## src/rtl/iot_event_tx.sv

```systemverilog
// Transmit side of the active-device change/on_off interface: queues per-device
// connect/disconnect events and issues them round-robin as single-cycle change pulses.
module iot_event_tx #(
  parameter int N_DEV = 8,
  parameter int GAP   = 1,
  parameter int CNT_W = 8,
  localparam int ID_W = (N_DEV > 1) ? $clog2(N_DEV) : 1
) (
  input  logic             clk,
  input  logic             rst,
  input  logic [N_DEV-1:0] dev_active,
  input  logic             enable,
  output logic             change,
  output logic             on_off,
  output logic [ID_W-1:0]  dev_id,
  output logic             busy,
  output logic             pending,
  output logic [CNT_W-1:0] active_count,
  output logic             drop_err
);

  typedef enum logic [1:0] {IDLE, EMIT, GAP_S} state_t;

  state_t             state, state_nxt;
  logic [N_DEV-1:0]   dev_q, rise, fall;
  logic [N_DEV-1:0]   pend, pend_dir, pend_nxt, dir_nxt;
  logic [ID_W-1:0]    rr_ptr, sel_nxt;
  logic [3:0]         gap_cnt;
  logic               found, start, emit;
  logic [2*N_DEV-1:0] pend_rot;

  function automatic logic [CNT_W-1:0] sat_step(input logic [CNT_W-1:0] c, input logic up);
    if (up) return (&c) ? c : c + CNT_W'(1);
    else    return (c == '0) ? c : c - CNT_W'(1);
  endfunction

  function automatic logic sat_hit(input logic [CNT_W-1:0] c, input logic up);
    return up ? (&c) : (c == '0);
  endfunction

  assign rise    = dev_active & ~dev_q;
  assign fall    = ~dev_active & dev_q;
  assign emit    = (state == EMIT);
  assign busy    = (state != IDLE);
  assign pending = |pend;

  // Round-robin pick: rotate pend so rr_ptr lands at bit 0, take the lowest set bit.
  always_comb begin
    int j;
    j        = 0;
    found    = 1'b0;
    sel_nxt  = '0;
    pend_rot = {pend, pend} >> rr_ptr;
    for (int k = 0; k < N_DEV; k++) begin
      if (!found && pend_rot[k]) begin
        found = 1'b1;
        j     = k + int'(rr_ptr);
        if (j >= N_DEV) j = j - N_DEV;
        sel_nxt = ID_W'(j);
      end
    end
  end

  // The device being emitted clears first, so an edge seen during its pulse re-queues it.
  always_comb begin
    logic ev;
    ev       = 1'b0;
    pend_nxt = pend;
    dir_nxt  = pend_dir;
    for (int i = 0; i < N_DEV; i++) begin
      ev = rise[i] | fall[i];
      if (emit && dev_id == ID_W'(i)) begin
        pend_nxt[i] = ev;
        if (ev) dir_nxt[i] = rise[i];
      end else if (ev) begin
        if (!pend[i]) begin
          pend_nxt[i] = 1'b1;
          dir_nxt[i]  = rise[i];
        end else if (pend_dir[i] != rise[i]) begin
          pend_nxt[i] = 1'b0;
        end
      end
    end
  end

  always_comb begin
    state_nxt = state;
    start     = 1'b0;
    case (state)
      IDLE: begin
        if (enable && found) begin
          state_nxt = EMIT;
          start     = 1'b1;
        end
      end
      EMIT:    state_nxt = (GAP > 0) ? GAP_S : IDLE;
      GAP_S:   if (gap_cnt == 4'(GAP - 1)) state_nxt = IDLE;
      default: state_nxt = IDLE;
    endcase
  end

  always_ff @(posedge clk or negedge rst) begin
    if (!rst) state <= IDLE;
    else      state <= state_nxt;
  end

  always_ff @(posedge clk or negedge rst) begin
    if (!rst) begin
      dev_q        <= '0;
      pend         <= '0;
      pend_dir     <= '0;
      rr_ptr       <= '0;
      gap_cnt      <= '0;
      active_count <= '0;
      drop_err     <= 1'b0;
      change       <= 1'b0;
      on_off       <= 1'b0;
      dev_id       <= '0;
    end else begin
      dev_q    <= dev_active;
      pend     <= pend_nxt;
      pend_dir <= dir_nxt;
      change   <= start;
      if (start) begin
        on_off <= pend_dir[sel_nxt];
        dev_id <= sel_nxt;
      end
      if (emit) begin
        rr_ptr       <= (dev_id == ID_W'(N_DEV - 1)) ? '0 : dev_id + ID_W'(1);
        active_count <= sat_step(active_count, on_off);
        if (sat_hit(active_count, on_off)) drop_err <= 1'b1;
        gap_cnt      <= '0;
      end else if (state == GAP_S) begin
        gap_cnt <= gap_cnt + 4'd1;
      end
    end
  end

endmodule
```

## config.mk

```make
export PLATFORM = sky130hd
export DESIGN_NAME = iot_event_tx
export DESIGN_NICKNAME = d
export VERILOG_FILES = /design/src/rtl/iot_event_tx.sv
export SDC_FILE = /design/constraint.sdc
export NUM_CORES = 1
export LEC_CHECK = 0
export ABC_AREA = 1
export ABC_CLOCK_PERIOD_IN_PS = 2450
export CAP_MARGIN = 0
export CORE_MARGIN = 2
export CORE_UTILIZATION = 52
export CTS_BUF_LIST = sky130_fd_sc_hd__clkbuf_8
export DETAILED_ROUTE_END_ITERATION = 8
export PLACE_DENSITY_LB_ADDON = 0.1
export SLEW_MARGIN = 25
export SYNTH_ARGS = -nofsm -noshare
export SYNTH_HDL_FRONTEND = slang
export SYNTH_SLANG_ARGS = --single-unit
```

## constraint.sdc

```tcl
create_clock -name clk -period 2.45 [get_ports clk]
set_input_delay 0.3675 -clock clk [delete_from_list [all_inputs] [get_ports clk]]
set_output_delay 0.3675 -clock clk [all_outputs]
set_load 0.01 [all_outputs]
```

==> flow_summary.ini <==
[run_status]
status = finished, final reports clean

[routing]
met1Wirelength_um = 3400
wl_per_cell_um = 14.2
routed_via_density = 5.42
route.met3.wl_um = 273
route.vias.total = 2793
routed_wl_um = 7310
top_layer = met4
ant_nets = 0
drc = 0
dr_wl_met2_um = 3460
drt-initial-drc-count = 100
first_pass_iters = 5

[logic_synthesis]
netlist_instances = 396
syn_avg_cell_area_um2 = 8.49
synth_nets = 435
ys_seq_elements = 47
async_flop_share = 1.00
synth-main-ff-cell = dfrtp_1
netlist-cell-type-count = 45
yosysMostFrequentCell = nand2_1
synth-edff-count = 0
ys_top_cells_by_count = nand2_1 (73), dfrtp_1 (47), inv_1 (45), nand3_1 (43), ha_1 (27)
yosysWarnings = 0
synth_top_area_cell = dfrtp_1
ys_seq_area_frac = 0.350
yosys-top-cells-area = dfrtp_1 (35%), ha_1 (10%), nand2_1 (8.2%)
syn_area_um2 = 3360
synth.top_cell.area_share = 0.350

[grt]
grt_pass1_vias = 2677
antenna_found_initial = 0
globalRouteOverflowTotal = 0
grt_max_degree = 30
grt_pass1_wl_um = 12400
globalRouteTotalUtil = 0.216

[floorplanning]
die_area_um2 = 7120
core_um2 = 6310
ios = 27
initial_core_util = 0.533
die_w_um = 84.4
die_h_um = 84.4
rows = 29

[cts]
numCtsBuffers = 5
cts_max_path_buffers = 2
cts_sinks = 47
cts_htree_levels = 2
cts_root_buf = clkbuf_8
clk_pin_slew_ns = 0.09
cts_tree = built
clk_latency_ns = 0.31
postCtsHoldBufs = 0

[power]
power_density_nw_per_um2 = 1560
p_leak_nw = 1.95
peakVddDrop_v = 0.000883
totalPowerFinal_mw = 6.21

[setup_path]
r2r_cells = 18
cp.required_ns = 2.65
crit_path_max_fanout = 5
cp-end-kind = flop
endpoint = on_off$_DFFE_PN0P_
cp-startpoint = rr_ptr[0]$_DFFE_PN0P_
regToRegStartpoint = rr_ptr[0]$_DFFE_PN0P_
arrival_ns = 2.53
startpoint_type = flop
rrSetupSlack_ns = 0.13
r2r_end = on_off$_DFFE_PN0P_
setup.worst_path.class = flop to flop

[placed_design]
place.gp.congestion = 0.867
io_buffers = 26
hpwl_um = 5660

[sta]
hold_viol = 0
slew_headroom = 0.539
finClkSkew_ns = 0.00682
finalMaxSlewViolations = 0
fin_crit_ns = 2.32
min_period_over_period = 0.948
rsz0062_at_grt = true
hold_slack_ns = 0.0809
fmax_ghz = 0.431
setup_viol = 0
tightest_slew_ns = 0.688
fin_tns_setup_ns = 0

[finish]
fin_nets = 476
drive_gt1_frac = 0.242
antenna_cells = 0
fillCellCount = 543
syn_to_final_growth_pct = 18.3

[hold_path]
hp-class = input pin to async pin

[flow_run]
cap_viol_max_count = 0
-- where the power goes --
part | switching, mW | internal (mW)
Clock | 0.284 | 0.310
Combinational | 2.44 | 1.71
Sequential | 0.389 | 1.09
Total | 3.11 | 3.10
-- routing by layer --
layer / track usage / up-vias
met5: 0 / -
met4: 0.0794 / 0
met3: 0.0334 / 18
met2: 0.352 / 66
met1: 0.294 / 1317
li1: - / 1392
-- worst min path at each step --
stage          startpoint                          end  slack, ns  depth (start not counted)
6_report              rst          pend[3]$_DFFE_PN0P_       0.08                          1
5_1_grt               rst           dev_q[3]$_DFF_PN0_       0.14                          1
4_1_cts               rst           dev_q[3]$_DFF_PN0_        0.1                          1
3_5_place_dp          rst           dev_q[3]$_DFF_PN0_       0.44                          1
3_3_place_gp          rst           dev_q[3]$_DFF_PN0_       0.44                          1
2_1_floorplan         rst  active_count[0]$_DFFE_PN0P_       0.07                          0
-- per-stage QoR --
step | setup WS, ns | util | cells | area, µm²
after floorplan | 0.323 | - | 396 | 3360
after global placement | 0.159 | 0.591 | 503 | 3730
after detailed placement | 0.0984 | 0.591 | 503 | 3730
after CTS | 0.00530 | 0.610 | 511 | 3850
after global routing | -0.0537 | 0.630 | 515 | 3980
final | 0.127 | 0.630 | 515 | 3980
-- cell type report --
class	instances	area (µm²)	area share
tap	77	96.3	0.0242
clock buffer	5	68.8	0.0173
clock inverter	3	47.5	0.0120
multi-input combinational	292	2000	0.503
sequential	47	1180	0.296
inverter	50	193	0.0485
timing repair buffer	41	392	0.0985
-- critical path, stage by stage (launching register included) --
cell	delay (ns)
dfrtp_2	0.48
buf_8	0.15
nand2_1	0.10
nand3_2	0.10
nand3_2	0.12
nand2_4	0.08
nor2_8	0.13
nand3_4	0.11
nor2_8	0.09
buf_6	0.12
nand4_4	0.11
nand3_4	0.15
nand2_4	0.07
nand2_1	0.07
nand3_1	0.07
nand3_1	0.09
nand2_1	0.07
nand2_1	0.06
nand2_1	0.04
-- layout by cell type, fill, tap and decap left out, types with 2 or more instances in the layout --
cell type        netlist  routed
nand2_2                9      15
or2_2                 10      10
dfrtp_1               47      46
nor4_1                 2       2
inv_2                  4       6
xnor2_1                4       4
o21a_1                 4       4
nand3_2                7      12
o21ai_1                2       3
nand2_4                5       8
o22ai_1                2       2
o21ai_2                3       3
a21oi_1               10       9
ha_1                  27      27
clkdlybuf4s50_1        0      24
nand3_4                3       3
nor2_2                 4       5
nand4_1                6       6
clkbuf_8               0       5
a21o_1                 2       2
nor2_1                19      18
o21ai_0               23      22
buf_2                  1       2
mux2_2                10      10
inv_1                 45      43
nand3_1               43      38
nor3b_1                2       2
buf_4                  1      12
nor2_8                 2       2
xor2_1                 7       7
inv_6                  0       2
nand2_1               73      64
nor3_1                 2       2
-- kinds of logic after synthesis --
group	synth area share
simple gates	0.320
buf+inv	0.0752
compound gates	0.0860
flops	0.350
fa+ha+maj	0.106
xor+xnor	0.0287
mux	0.0335
-- registers in the layout (all words and copies together) (netlist names) --
register,count
gap_cnt,4
drop_err,1
pend_dir,8
change,1
dev_id,3
state,2
pend,8
active_count,8
rr_ptr,3
on_off,1
dev_q,8
-- repair_timing --
item | in CTS | in global routing
setup buffers | 0 | 3
cloned | 0 | 1
endpoints found under the setup margin | 1 | 3
resized for setup | 4 | 27
pin swaps | 0 | 16
Power figures use the tool's default switching activity.
